[src/rtl/balanca_pkg.sv]
// rtl/balanca_pkg.sv - shared widths, constants and state encoding for the price calculator
package balanca_pkg;

  localparam int PESO_W    = 12;
  localparam int PRECO_W   = 10;
  localparam int CENT_W    = 10;
  localparam int MAX_CENT  = 999;
  localparam int PROD_W    = PESO_W + PRECO_W;
  localparam int DIVISOR   = 1000;
  localparam int ROUND_ADD = 500;
  localparam int CNT_W     = $clog2(PESO_W) + 1;

  typedef enum logic [2:0] {
    ST_IDLE  = 3'd0,
    ST_MUL   = 3'd1,
    ST_ROUND = 3'd2,
    ST_DIV   = 3'd3,
    ST_DONE  = 3'd4
  } state_t;

endpackage

[src/rtl/balanca_div_const.sv]
// rtl/balanca_div_const.sv - serial restoring divider by a constant, one quotient bit per cycle
module balanca_div_const #(
  parameter int W       = 22,
  parameter int DIVISOR = 1000
) (
  input  logic         clk,
  input  logic         rst_n,
  input  logic         start,
  input  logic [W-1:0] dividend,
  output logic         done,
  output logic [W-1:0] quotient
);

  localparam int RW = $clog2(DIVISOR) + 1;
  localparam int CW = $clog2(W);

  logic [RW-1:0] rem;
  logic [RW-1:0] rem_sh;
  logic [RW-1:0] dvs;
  logic          ge;
  logic          run;
  logic [CW-1:0] cnt;

  // trial step: shift next dividend bit into the partial remainder and compare
  always_comb begin
    dvs    = RW'(DIVISOR);
    rem_sh = {rem[RW-2:0], quotient[W-1]};
    ge     = (rem_sh >= dvs);
  end

  // done marks the final step; the quotient register is complete after this edge
  assign done = run && (cnt == CW'(W - 1));

  // quotient shares the dividend shift register; bits enter at the LSB as they resolve
  always_ff @(posedge clk or negedge rst_n) begin
    if (!rst_n) begin
      rem      <= '0;
      quotient <= '0;
      cnt      <= '0;
      run      <= 1'b0;
    end else if (start) begin
      rem      <= '0;
      quotient <= dividend;
      cnt      <= '0;
      run      <= 1'b1;
    end else if (run) begin
      rem      <= ge ? (rem_sh - dvs) : rem_sh;
      quotient <= {quotient[W-2:0], ge};
      cnt      <= cnt + 1'b1;
      if (done) run <= 1'b0;
    end
  end

endmodule

[src/rtl/balanca_preco_calc.sv]
// rtl/balanca_preco_calc.sv - weight x price to rounded, saturated centimos (optional tare: BALANCA_TARA_EN)
module balanca_preco_calc
  import balanca_pkg::*;
(
  input  logic              clk,
  input  logic              rst_n,
  input  logic              start,
  input  logic [PESO_W-1:0] peso_g,
`ifdef BALANCA_TARA_EN
  input  logic [PESO_W-1:0] tara_g,
`endif
  input  logic [PRECO_W-1:0] preco_kg,
  output logic [CENT_W-1:0] centimos,
  output logic              valid,
  output logic              busy,
  output logic              overflow
);

  state_t            state;
  logic [PESO_W-1:0] operand;
  logic [PESO_W-1:0] mplier;
  logic [PROD_W-1:0] mcand;
  logic [PROD_W-1:0] acc;
  logic [CNT_W-1:0]  cnt;
  logic              div_start;
  logic              div_done;
  logic [PROD_W-1:0] div_dividend;
  logic [PROD_W-1:0] div_q;

  // net weight feeding the multiplier; tare never drives it negative
  always_comb begin
`ifdef BALANCA_TARA_EN
    operand = (tara_g > peso_g) ? '0 : (peso_g - tara_g);
`else
    operand = peso_g;
`endif
  end

  // the ROUND cycle hands product+500 straight to the divider
  assign div_start    = (state == ST_ROUND);
  assign div_dividend = acc + PROD_W'(ROUND_ADD);

  balanca_div_const #(
    .W       (PROD_W),
    .DIVISOR (DIVISOR)
  ) u_div (
    .clk      (clk),
    .rst_n    (rst_n),
    .start    (div_start),
    .dividend (div_dividend),
    .done     (div_done),
    .quotient (div_q)
  );

  // control FSM: shift-add multiply, round, divide, then register the saturated result
  always_ff @(posedge clk or negedge rst_n) begin
    if (!rst_n) begin
      state    <= ST_IDLE;
      mplier   <= '0;
      mcand    <= '0;
      acc      <= '0;
      cnt      <= '0;
      centimos <= '0;
      valid    <= 1'b0;
      busy     <= 1'b0;
      overflow <= 1'b0;
    end else begin
      valid <= 1'b0;
      case (state)
        ST_IDLE: begin
          if (start) begin
            mplier <= operand;
            mcand  <= PROD_W'(preco_kg);
            acc    <= '0;
            cnt    <= '0;
            busy   <= 1'b1;
            state  <= ST_MUL;
          end else begin
            busy <= 1'b0;
          end
        end
        ST_MUL: begin
          if (mplier[0]) acc <= acc + mcand;
          mplier <= mplier >> 1;
          mcand  <= mcand << 1;
          cnt    <= cnt + 1'b1;
          if (cnt == CNT_W'(PESO_W - 1)) state <= ST_ROUND;
        end
        ST_ROUND: state <= ST_DIV;
        ST_DIV: if (div_done) state <= ST_DONE;
        ST_DONE: begin
          if (div_q > PROD_W'(MAX_CENT)) begin
            centimos <= CENT_W'(MAX_CENT);
            overflow <= 1'b1;
          end else begin
            centimos <= div_q[CENT_W-1:0];
            overflow <= 1'b0;
          end
          valid <= 1'b1;
          state <= ST_IDLE;
        end
        default: state <= ST_IDLE;
      endcase
    end
  end

endmodule

[config.mk]
export PLATFORM = sky130hd
export DESIGN_NAME = balanca_preco_calc
export DESIGN_NICKNAME = d
export VERILOG_FILES = /design/src/rtl/balanca_pkg.sv /design/src/rtl/balanca_div_const.sv /design/src/rtl/balanca_preco_calc.sv
export SDC_FILE = /design/constraint.sdc
export NUM_CORES = 1
export LEC_CHECK = 0
export BUFFER_PORTS_ARGS = -buffer_cell sky130_fd_sc_hd__buf_2
export CELL_PAD_IN_SITES_DETAIL_PLACEMENT = 1
export CELL_PAD_IN_SITES_GLOBAL_PLACEMENT = 1
export CORE_MARGIN = 4
export CORE_UTILIZATION = 44
export CTS_CLUSTER_SIZE = 25
export DETAILED_ROUTE_END_ITERATION = 8
export PLACE_DENSITY = 0.86
export SLEW_MARGIN = 20
export SYNTH_ARGS = -nofsm -noshare
export SYNTH_HDL_FRONTEND = slang
export SYNTH_HIERARCHICAL = 1
export SYNTH_SLANG_ARGS = --single-unit
[constraint.sdc]
create_clock -name clk -period 3.3 [get_ports clk]
set_clock_uncertainty 0.05 [all_clocks]
set_input_delay 0.33 -clock clk [delete_from_list [all_inputs] [get_ports clk]]
set_output_delay 0.33 -clock clk [all_outputs]
set_load 0.01 [all_outputs]
==> reports/results.ini, run 1 <==
[outcome]
status=completed

[global_route]
grt_overflow_total=0
grt_pass1_wl_um=29500
antenna_found_initial=0
track_usage=0.227
grt_max_degree=63
grt_pass1_vias=5752

[synth]
yosys_warnings=6
synth_flop_cell=dfrtp_1
ys_seq_area_frac=0.455
synth_edf_count=0
syn_avg_cell_area_um2=9.16
synthesis.area_um2=6330
synth_cell_types=63
ys_seq_elements=115
synth_cells=691
async_flop_share=1.00
syn_nets=743

[final_layout]
final_nets=772
fillers=1619
final_cell_mix=dfrtp_1, nand2_1, nor2_1
n_antenna_cell=0
layout_commonest_cell=dfrtp_1
drive_above_1_share=0.121
fin_area_um2=7330
syn2layout_area_growth_pct=15.7

[place]
placedInstanceArea_um2=6670
place_hpwl_um=12000
port_buffers=37
routabilityCongestion=0.944

[cts]
cts_tree=done
post_cts_resized=0
root_buffer=clkbuf_16
htreeDepth=4
clock-sinks=115
cts_buffer_depth=2
numCtsBuffers=17
clock_latency_ps=430
cts.reportedPaths.clkPinSlew_ps=50
hold_buffers=1
cts_setup_buffers=0

[sta]
finalSetupViolations=0
maxSlewViolCount=0
hold_viol=0
rsz0062_at_grt=no
setup_tns_ps=0
fin_crit_ps=2510
fmax_ghz=0.399
slew_headroom=0.498
worst_slew_pin_slew_ps=753
fin_crit_sh=0.760
whs_ps=64.4

[run]
drv_cap=0

[critical_path]
cp_max_fo=7
critPathLaunchType=flop
end_kind=flop
critical_path_buf_inv_count=0
cpMaxStageDelayCell=dfrtp_1
slowest_delay_ps=460
critical-path-top-delay-family=compound AO/OA/AOI/OAI gates
required_ps=3590
reg2reg_slack_ps=790
crit_arrival_ps=2800
r2r-start=acc[9]
r2r-end=acc[21]
r2r_cells=8
path_cells=ha_1, nand2_1, nor4_1, o21ai_1, a211oi_1, o21ai_0, nand3b_1, mux2i_1
setup.worst_path.class=reg2reg

[floorplanning]
num_io_pins=38
die_area_um2=16400
die_y_um=128
die-width_um=128
start_util=0.453
coreArea_um2=14000
rows=43

[pwr]
internal-power_mw=4.77
p_sw_mw=3.47
p_clk_frac=0.247
vdd_ir_drop_max_mv=0.507
p_leak_nw=3.13
swShare=0.421
p_comb_frac=0.438
pwr_density_cell_nw_per_um2=1130
pwr-share-seq=0.315

[worst_hold_path]
hp-start=peso_g[11]
holdPathStages=3
holdPathEnd=mplier[11]
holdCritPathClass=in2reg

[drt]
ant_nets=0
wl_per_cell_um=19.0
vias=5285
firstDrtPassIters=4
drt_iter0_markers=263
via_per_inst=5.79
drc=0
wirelength_um=17400

-- synthesized netlist by cell type, types with 8 or more instances --
cell type | n | area share
dfrtp_1 | 115 | 0.45
nand2_1 | 104 | 0.062
nor2_1 | 69 | 0.041
o21ai_0 | 51 | 0.040
clkbuf_1 | 29 | 0.017
o21ai_1 | 27 | 0.021
a21oi_1 | 26 | 0.021
ha_1 | 26 | 0.051
mux2i_1 | 25 | 0.040
xnor2_1 | 24 | 0.033
o22ai_1 | 20 | 0.020
xor2_1 | 17 | 0.024
nand4_1 | 15 | 0.015
a21o_1 | 14 | 0.017
nor3_1 | 14 | 0.011
inv_1 | 13 | 0.0077
nand3_1 | 9 | 0.0071
o22a_1 | 8 | 0.011
-- worst max path at each step --
stage                  start      end  slack (ps)  depth (start not counted)
global placement    mcand[0]  acc[18]         970                         10
CTS                 mcand[0]  acc[18]         830                         10
detailed placement  mcand[0]  acc[18]         840                         10
floorplan           mcand[0]  acc[18]        1110                         10
finish                acc[9]  acc[21]         790                          8
global route        mcand[0]  acc[20]         600                         10
-- metal layers --
| layer | track usage | share of wire |
|---|---|---|
| met5 | 0 | 0 |
| met4 | 0.0993 | 0.022 |
| met3 | 0.0479 | 0.052 |
| met2 | 0.375 | 0.49 |
| met1 | 0.288 | 0.44 |
-- logic make-up (layout without fill, tap and decap cells) --
group	count (synthesis)	after routing	synth area share
AOI/OAI and AO/OA	188	188	0.187
DFF	115	115	0.455
adders and majority gates	27	27	0.0545
xor gates and xnor gates	41	41	0.0567
muxes	25	25	0.0395
buffers and inverters	50	92	0.0324
and+or+nand+nor	245	245	0.176
-- registers in the layout, indices dropped and copies added (netlist names) --
register / count
u_div/quotient: 22
cnt: 5
state: 3
u_div/rem: 10
valid: 1
u_div/run: 1
mcand: 22
centimos: 10
u_div/cnt: 5
overflow: 1
mplier: 12
busy: 1
acc: 22
-- area by class of cell --
cell class              count  area (µm²)  share of cell area
repair buffers             45         263              0.0359
flip-flops and latches    115        2880               0.393
multi-input cells         526        3250               0.444
inverters                  15        56.3             0.00769
clock buffers              19         443              0.0605
clock inverters            13         206              0.0282
well taps                 180         225              0.0307
-- stage by stage --
stage / setup WS (ps) / power (mW) / cells / util
finish: 791 / 8.24 / 913 / 0.524
global route: 596 / 8.89 / 913 / 0.524
CTS: 833 / 8.29 / 913 / 0.524
detailed placement: 839 / 6.15 / 880 / 0.477
global placement: 972 / 5.91 / 880 / 0.477
floorplan: 1110 / 5.20 / 691 / -
-- power groups by stage --
stage,Clock (mW),Sequential (mW),Combinational (mW)
floorplan,0,2.31,2.89
global placement,0,2.54,3.37
detailed placement,0,2.60,3.55
CTS,2.07,2.59,3.63
global route,2.13,2.68,4.08
finish,2.04,2.60,3.61
-- worst reg2reg max path, stage by stage, from the launching register on --
cell	delay [ps]
dfrtp_1	460
ha_1	400
nand2_1	180
nor4_1	310
o21ai_1	170
a211oi_1	370
o21ai_0	150
nand3b_1	120
mux2i_1	210
(Power assumes the default switching activity.)
==> run 2, diff against run 1 <==
--- a/config.mk
+++ b/config.mk
@@ -9,10 +9,10 @@
 export CELL_PAD_IN_SITES_DETAIL_PLACEMENT = 1
 export CELL_PAD_IN_SITES_GLOBAL_PLACEMENT = 1
 export CORE_MARGIN = 4
-export CORE_UTILIZATION = 44
+export CORE_UTILIZATION = 43
 export CTS_CLUSTER_SIZE = 25
 export DETAILED_ROUTE_END_ITERATION = 8
-export PLACE_DENSITY = 0.86
+export PLACE_DENSITY = 0.88
 export SLEW_MARGIN = 20
 export SYNTH_ARGS = -nofsm -noshare
 export SYNTH_HDL_FRONTEND = slang
==> constraint.sdc (replaced) <==
create_clock -name clk -period 2.1 [get_ports clk]
set_clock_uncertainty 0.05 [all_clocks]
set_input_delay 0.21 -clock clk [delete_from_list [all_inputs] [get_ports clk]]
set_output_delay 0.21 -clock clk [all_outputs]
set_load 0.01 [all_outputs]
==> run 2 against run 1 <==
  * The flow now finishes with violations (setup timing)
  * Routed wire length rose by 22%
  * Via count rose by 12%
  * Global-route usage rose by 1.7 points
  * Non-clock buffer count rose by 85
  * Sequential share of layout area fell by 4.4 points
  * Utilization rose by 4.7 points
  * Clock power rose by 32%
  * Combinational power rose by 140%
  * Setup slack got worse by 1100 ps
  * Maximum frequency rose by 4.7%
  * Sequential power rose by 50%
  * Critical path depth fell by 1
  * Largest cell class unchanged
==> reports/results.ini, run 2 (same netlist as run 1, synthesis figures left out) <==
[place]
routabilityCongestion=0.851
place_hpwl_um=12900
placedInstanceArea_um2=7240
port_buffers=37

[sta]
whs_ps=12.6
rsz0062_at_grt=yes
fin_crit_sh=1.14
fin_crit_ps=2400
fin_ws_ps=-297
maxSlewViolCount=0
slew_headroom=0.669
finalSetupViolations=11
worst_slew_pin_slew_ps=492
hold_viol=0
fmax_ghz=0.417

[floorplanning]
coreArea_um2=14500
rows=44
start_util=0.437
die-width_um=129
num_io_pins=38
die_area_um2=16700
die_y_um=129

[final_layout]
n_antenna_cell=0
final_nets=857
fillers=1647
multi_input_area_um2=3600
final_cell_mix=dfrtp_1, nand2_1, buf_4
layout_commonest_cell=dfrtp_1
reg_top3=acc (22), mcand (22), u_div/quotient (22)
seq_area_um2=2880
drive_above_1_share=0.271
fin_area_um2=8260
syn2layout_area_growth_pct=30.5

[global_route]
antenna_found_initial=0
gr-usage-met3=0.0561
grt_max_degree=85
grt_use_met1=0.288
track_usage=0.245
grt_overflow_total=0
grt_pass1_vias=6186
met2_usage=0.431
busiest_layer=met2
grt_pass1_wl_um=31900

[critical_path]
critical-path-top-delay-family=compound AO/OA/AOI/OAI gates
slowest_delay_ps=450
cpMaxStageDelayCell=dfrtp_2
worst-path-stages=7
end_kind=flop
setup.worst_path.class=reg2reg
cp_max_fo=5
crit_arrival_ps=2660
critical_path_buf_inv_count=0
required_ps=2370
r2r_cells=7
path_cells=ha_4, o21ai_0, nand2b_1, a41o_1, a221oi_2, xnor2_1, a22o_1
critPathLaunchType=flop

[cts]
cts.reportedPaths.clkPinSlew_ps=60
root_buffer=clkbuf_16
numCtsBuffers=17
clock_latency_ps=430
cts_tree=done
clock-sinks=115
cts_buffer_depth=2
htreeDepth=4

[drt]
via_per_inst=5.88
drc=0
wirelength_um=21200
wl_per_cell_um=21.2
ant_nets=0
vias=5893
drt_iter0_markers=387
firstDrtPassIters=5

[pwr]
p_clk_frac=0.175
vdd_ir_drop_max_mv=0.870
p_leak_nw=3.57
internal-power_mw=8.51
p_comb_frac=0.572
pwr_density_cell_nw_per_um2=1870
swShare=0.448
pwr-share-seq=0.253
p_sw_mw=6.91

[outcome]
status=complete, but fails checks
failed_checks=setup timing

[worst_hold_path]
holdCritPathClass=in2reg
holdPathStages=3

[run]
drv_cap=0

run 2: cell types whose count changed in the layout (fill, tap and decap cells not counted), sizes merged:
cell | before | now
inv | 16 | 15
clkinvlp | 5 | 3
clkinv | 2 | 8
clkbuf | 19 | 21
bufinv | 5 | 0
buf | 44 | 127
dlygate4sd3 | 1 | 3
run 2: timing repair:
| action | 4_1_cts | 5_1_grt |
|---|---|---|
| setup endpoints to repair | 10 | 23 |
| gates resized for setup | 28 | 38 |
| setup buffers | 5 | 8 |
| hold buffers | 3 | 0 |
| endpoints found under the hold margin | 117 | 0 |
| pin swaps | 14 | 18 |
run 2: final cells by class:
cell class              instances  share of cell area
clock buffers                  21              0.0569
clock inverters                11             0.00984
inverters                      15             0.00682
multi-input cells             526               0.436
flip-flops and latches        115               0.349
well taps                     184              0.0279
repair buffers                130               0.114
run 2: path summary, 6_finish.rpt:
path / startpoint / endpoint / slack (ps)
hold reg to reg: overflow / overflow / 440
setup / recovery: mcand[6] / acc[18] / -300
setup reg to reg: mcand[6] / acc[18] / -300
max in group asynchronous: rst_n / mcand[8] / 1280
hold / removal: peso_g[7] / mplier[7] / 10
min in group asynchronous: rst_n / u_div/quotient[3] / 300
run 2: power by group through the flow:
stage / clock, mW / combinational, mW / sequential (mW)
CTS: 2.72 / 7.68 / 3.81
floorplan: 0 / 4.58 / 3.64
finish: 2.70 / 8.82 / 3.90
global route: 2.85 / 9.46 / 3.99
detailed placement: 0 / 7.19 / 3.81
global placement: 0 / 6.71 / 3.73
run 2: worst register-to-register path, stage by stage, from the launching register on:
cell and delay [ps]:
dfrtp_2 450, ha_4 290, o21ai_0 420, nand2b_1 220, a41o_1 310, a221oi_2 260
xnor2_1 90, a22o_1 190
run 2: stage by stage:
step                instances  TNS [ps]   util  power [mW]  setup slack, ps
floorplan                 691     -26.0      -        8.22            -26.0
global placement          954      -398  0.500        10.4             -111
detailed placement        954     -1160  0.500        11.0             -224
CTS                       994      -427  0.553        14.2             -126
global route             1002     -2030  0.571        16.3             -330
finish                   1002     -1260  0.571        15.4             -297
run 2: per-layer routing:
layer | vias to the layer above | share of wire
met5 | - | 0
met4 | 0 | 0.032
li1 | 2686 | -
met1 | 2970 | 0.41
met3 | 55 | 0.048
met2 | 182 | 0.51
